### config.mk
export PLATFORM = sky130hd
export DESIGN_NAME = jump_charge_controller
export DESIGN_NICKNAME = d
export VERILOG_FILES = /design/src/rtl/jump_charge_controller_pkg.sv /design/src/rtl/fq_div.sv /design/src/rtl/jump_charge_controller_btn_edge_sync.sv /design/src/rtl/jump_charge_controller.sv
export SDC_FILE = /design/constraint.sdc
export NUM_CORES = 1
export LEC_CHECK = 0
export CAP_MARGIN = 10
export CORE_ASPECT_RATIO = 0.7
export CORE_MARGIN = 3
export CORE_UTILIZATION = 50
export DETAILED_ROUTE_END_ITERATION = 12
export PLACE_DENSITY = 0.72
export RECOVER_POWER = 50
export SLEW_MARGIN = 0
export SYNTH_ARGS = -nofsm -noshare
export SYNTH_HDL_FRONTEND = slang
export SYNTH_SLANG_ARGS = --single-unit
### constraint.sdc
create_clock -name sys_clk -period 2.6 [get_ports sys_clk]
set_input_delay 0.26 -clock sys_clk [delete_from_list [all_inputs] [get_ports sys_clk]]
set_output_delay 0.26 -clock sys_clk [all_outputs]
set_load 0.01 [all_outputs]
### src/rtl/jump_charge_controller_pkg.sv
// jump_charge_controller_pkg: charge-scale constants and FSM encoding shared with the display stage
package jump_charge_controller_pkg;
  localparam int THRESHOLD_SHIFT = 55;
  typedef enum logic [1:0] {IDLE = 2'd0, CHARGE = 2'd1, COOLDOWN = 2'd2} state_t;
  function automatic int max_charge(input int seq_len);
    return THRESHOLD_SHIFT * seq_len;
  endfunction
endpackage

### src/rtl/fq_div.sv
// fq_div: one-cycle tick every DIV clock cycles
module fq_div #(
  parameter int DIV = 100_000
) (
  input  logic clk,
  input  logic rst_n,
  output logic tick
);
  localparam int W = DIV > 1 ? $clog2(DIV) : 1;
  logic [W-1:0] cnt;
  assign tick = cnt == W'(DIV - 1);
  always_ff @(posedge clk or negedge rst_n)
    if (!rst_n) cnt <= '0;
    else cnt <= tick ? '0 : cnt + 1'b1;
endmodule

### src/rtl/jump_charge_controller_btn_edge_sync.sv
// btn_edge_sync: 2-FF synchronizer for the raw button with rise/fall pulses
module btn_edge_sync (
  input  logic clk,
  input  logic rst_n,
  input  logic btn,
  output logic btn_s,
  output logic rise,
  output logic fall
);
  logic meta, btn_s_d;
  always_ff @(posedge clk or negedge rst_n)
    if (!rst_n) {meta, btn_s, btn_s_d} <= '0;
    else {meta, btn_s, btn_s_d} <= {btn, meta, btn_s};
  assign rise = btn_s & ~btn_s_d;
  assign fall = ~btn_s & btn_s_d;
endmodule

### src/rtl/jump_charge_controller.sv
// jump_charge_controller: turns the jump button into a saturating charge level and a release jump pulse
module jump_charge_controller
  import jump_charge_controller_pkg::*;
#(
  parameter int PHY_WIDTH      = 16,
  parameter int SEQ_LEN        = 20,
  parameter int CHARGE_STEP    = 5,
  parameter int TICK_DIV       = 100_000,
  parameter int COOLDOWN_TICKS = 8
) (
  input  logic                 sys_clk,
  input  logic                 sys_rst_n,
  input  logic                 btn_jump,
  input  logic                 on_ground,
  output logic [PHY_WIDTH-1:0] charge_bar,
  output logic                 charging,
  output logic                 jump_valid,
  output logic [PHY_WIDTH-1:0] jump_vel
);
  localparam int CW = COOLDOWN_TICKS > 0 ? $clog2(COOLDOWN_TICKS + 1) : 1;
  localparam logic [PHY_WIDTH:0] MAX_W = (PHY_WIDTH + 1)'(max_charge(SEQ_LEN));
  localparam logic [PHY_WIDTH:0] STEP_W = (PHY_WIDTH + 1)'(CHARGE_STEP);
  state_t state;
  logic [CW-1:0] cnt;
  logic btn_s, btn_rise, btn_fall, tick;
  logic [PHY_WIDTH:0] sum;
  logic [PHY_WIDTH-1:0] next_charge;
  btn_edge_sync u_sync (
    .clk  (sys_clk),
    .rst_n(sys_rst_n),
    .btn  (btn_jump),
    .btn_s(btn_s),
    .rise (btn_rise),
    .fall (btn_fall)
  );
  fq_div #(.DIV(TICK_DIV)) u_div (
    .clk  (sys_clk),
    .rst_n(sys_rst_n),
    .tick (tick)
  );
  // extra bit keeps the add from wrapping before the clamp
  assign sum = {1'b0, charge_bar} + STEP_W;
  assign next_charge = sum > MAX_W ? MAX_W[PHY_WIDTH-1:0] : sum[PHY_WIDTH-1:0];
  always_ff @(posedge sys_clk or negedge sys_rst_n)
    if (!sys_rst_n) begin
      state      <= IDLE;
      charge_bar <= '0;
      charging   <= 1'b0;
      jump_valid <= 1'b0;
      jump_vel   <= '0;
      cnt        <= '0;
    end else begin
      jump_valid <= 1'b0;
      case (state)
        IDLE:
          if (btn_rise && on_ground) begin
            state      <= CHARGE;
            charge_bar <= PHY_WIDTH'(1);
            charging   <= 1'b1;
          end
        CHARGE:
          if (!on_ground) begin
            state      <= IDLE;
            charge_bar <= '0;
            charging   <= 1'b0;
          end else if (btn_fall) begin
            state      <= COOLDOWN;
            jump_vel   <= charge_bar;
            jump_valid <= 1'b1;
            charge_bar <= '0;
            charging   <= 1'b0;
            cnt        <= CW'(COOLDOWN_TICKS);
          end else if (tick) charge_bar <= next_charge;
        COOLDOWN:
          if (cnt == '0 && !btn_s) state <= IDLE;
          else if (tick && cnt != '0) cnt <= cnt - 1'b1;
        default: state <= IDLE;
      endcase
    end
endmodule

==> impl_metrics.json <==
{
  "netlist_instances": 315,
  "finalHoldViolCount": 0,
  "layout.nets": 370,
  "synth_cell_types": 53,
  "maxSlewHeadroom_pct": 3.99,
  "synth-main-ff-cell": "dfrtp_1",
  "grt_max_degree": 61,
  "fmax_mhz": 421,
  "gp_congestion": 0.840,
  "power.leakage_nw": 1.70,
  "htree_levels": 3,
  "max-vdd-ir-drop_mv": 0.415,
  "first_iter_violations": 176,
  "core_area_mm2": 0.00548,
  "io_pins": 38,
  "synthesis.nets": 324,
  "insertedDiodeCount": 0,
  "clk_latency_ns": 0.33,
  "place_area_mm2": 0.00342,
  "placed_cells": 422,
  "ys_async_sr_fraction_pct": 100,
  "remaining_drc_errors": 0,
  "synth_top_area_share_pct": 50.7,
  "layout.cells.non_filler": 438,
  "syn_area_mm2": 0.00296,
  "cts_inserted_buffers": 9,
  "yosysWarnings": 0,
  "power_density_mw_per_mm2": 569,
  "die_h_um": 70.4,
  "synthToLayoutAreaGrowth_pct": 23.0,
  "critPathKind": "reg -> reg",
  "fin_ws_ns": 0.222,
  "grt_pass1_vias": 2159,
  "start_kind": "flop",
  "setup_violations": 0,
  "grt_overflow": 0,
  "worstPathRequired_ns": 2.86,
  "status": "complete, no violations",
  "timing.final.crit_share_pct": 91.4,
  "syn_avg_cell_area_um2": 9.40,
  "yosys_register_bits": 60,
  "rsz0062_at_grt": "false",
  "slew_violations": 0,
  "drv_cap": 0,
  "final_cell_area_mm2": 0.00364,
  "hp-class": "in -> async",
  "initial_core_util_pct": 54.1,
  "cts_max_path_buffers": 2,
  "vias_per_cell": 5.31,
  "cp-end-kind": "flop",
  "antenna_found_initial": 0,
  "wl_um": 6290,
  "num_rows": 22,
  "io_buffers": 37,
  "regToRegSetupSlack_ns": 0.22,
  "period_needed_ns": 2.38,
  "cts_root_buffer": "clkbuf_8",
  "hold_slack_ns": 0.345,
  "hpwl_um": 4320,
  "final.setup_skew_ns": 0.00869,
  "grt_usage_pct": 19.5,
  "synth.area.top_cells": "dfrtp_1 51%, nand2_1 8.6%, xnor2_1 3.8%",
  "cts_sinks": 60,
  "cp_max_fo": 9,
  "grt_pass1_wl_um": 10700,
  "yosys.cell_count.top_type": "nand2_1",
  "synth_common_cells": "68 x nand2_1, 60 x dfrtp_1, 22 x nor2_1, 17 x o21ai_0, 15 x nand3_1",
  "synth_edf_count": 0,
  "dieWidth_um": 98.0,
  "yosysTopAreaCell": "dfrtp_1",
  "dieArea_mm2": 0.00690,
  "wl_per_cell_um": 14.4,
  "seq_area_frac_synth_pct": 50.7,
  "worst_ep_arrival_time_ns": 2.64,
  "vias": 2326,
  "clkTransAtPathRegs_ns": 0.07,
  "setup_tns_ns": 0,
  "drive_gt1_share_pct": 10.1,
  "postCtsSetupBuffers": 0,
  "ant_nets": 0,
  "pre_cts_ws_ns": 0.106,
  "worst_slew_pin_slew_ns": 1.44,
  "cts_tree": "yes",
  "dr.pass1.iters": 4
}
[where the power goes]
group,switching [W],internal (W),total [W]
sequential,0.0000324,0.000970,0.00100
combinational,0.0000910,0.0000629,0.000154
clock,0.000356,0.000561,0.000917
[what timing repair did]
action                                  4_1_cts  5_1_grt
endpoints found under the setup margin        1        7
hold buffers                                  0        0
resized for setup                             1        1
[sequential cells by signal, indices dropped and copies added, names as in the netlist]
register	flops
u_sync.meta	1
state	2
cnt	4
u_sync.btn_s	1
charging	1
u_div.cnt	17
jump_valid	1
charge_bar	16
u_sync.btn_s_d	1
jump_vel	16
[area by class of cell]
cell class              count  area, um2
multi-input cells         231       1350
fillers                   460       1830
flip-flops and latches     60       1500
well taps                  72       90.1
clock buffers              11        141
repair buffers             48        445
inverters                  11       41.3
clock inverters             5       75.1
[per-stage QoR]
stage          util (%)  total power [W]
2_1_floorplan         -          0.00110
3_3_place_gp       62.5          0.00117
3_5_place_dp       62.5          0.00118
4_1_cts            66.5          0.00210
5_1_grt            66.5          0.00218
6_report           66.5          0.00207
[per-layer routing]
metal	up-vias	part of all wire [%]	GRT usage [%]
met5	-	0	0
met4	0	0.52	3.99
met3	4	7.3	8.28
met2	65	41	27.8
met1	1092	51	27.7
li1	1165	-	-
[critical path: stages (launching register included)]
cell and delay [ns]:
dfrtp_1 0.49, ha_1 0.34, nor2_4 0.20, o21ai_0 0.17, a21boi_0 0.30, o32a_1 0.24, a21o_1 0.22, buf_4 0.19
nand4_1 0.09, nand3_1 0.08
[cell usage in the layout, fill, tap and decap left out, types with 5 or more instances in the layout]
cell,instances
nand2_1,68
nor2_1,21
clkbuf_8,10
dlygate4sd3_1,7
a21oi_1,7
inv_1,10
clkdlybuf4s50_1,29
nor3_1,9
xor2_1,6
dfrtp_1,60
xnor2_1,13
nand4_1,8
and2_1,6
ha_1,5
o21ai_0,17
nand3_1,15
buf_4,10
[final timing paths]
| path | start | to | depth (start not counted) |
|---|---|---|---|
| max | charge_bar[1] | charge_bar[5] | 9 |
| min | sys_rst_n | u_sync.meta | 2 |
| max reg2reg | charge_bar[1] | charge_bar[5] | 9 |
| min reg2reg | u_sync.meta | u_sync.btn_s | 0 |
| max in group asynchronous | sys_rst_n | jump_vel[2] | 2 |
| min in group sys_clk | u_sync.meta | u_sync.btn_s | 0 |
[cell families (layout without fill, tap and decap cells)]
logic type	after synthesis	after routing	synth area share, %
simple gates	165	165	28.1
flops	60	60	50.7
compound gates	41	41	9.17
buf+inv	24	75	4.01
xor+xnor	19	19	5.62
fa+ha+maj	5	5	2.11
mux	1	1	0.338
No activity file was read; power rests on OpenSTA's default activity.
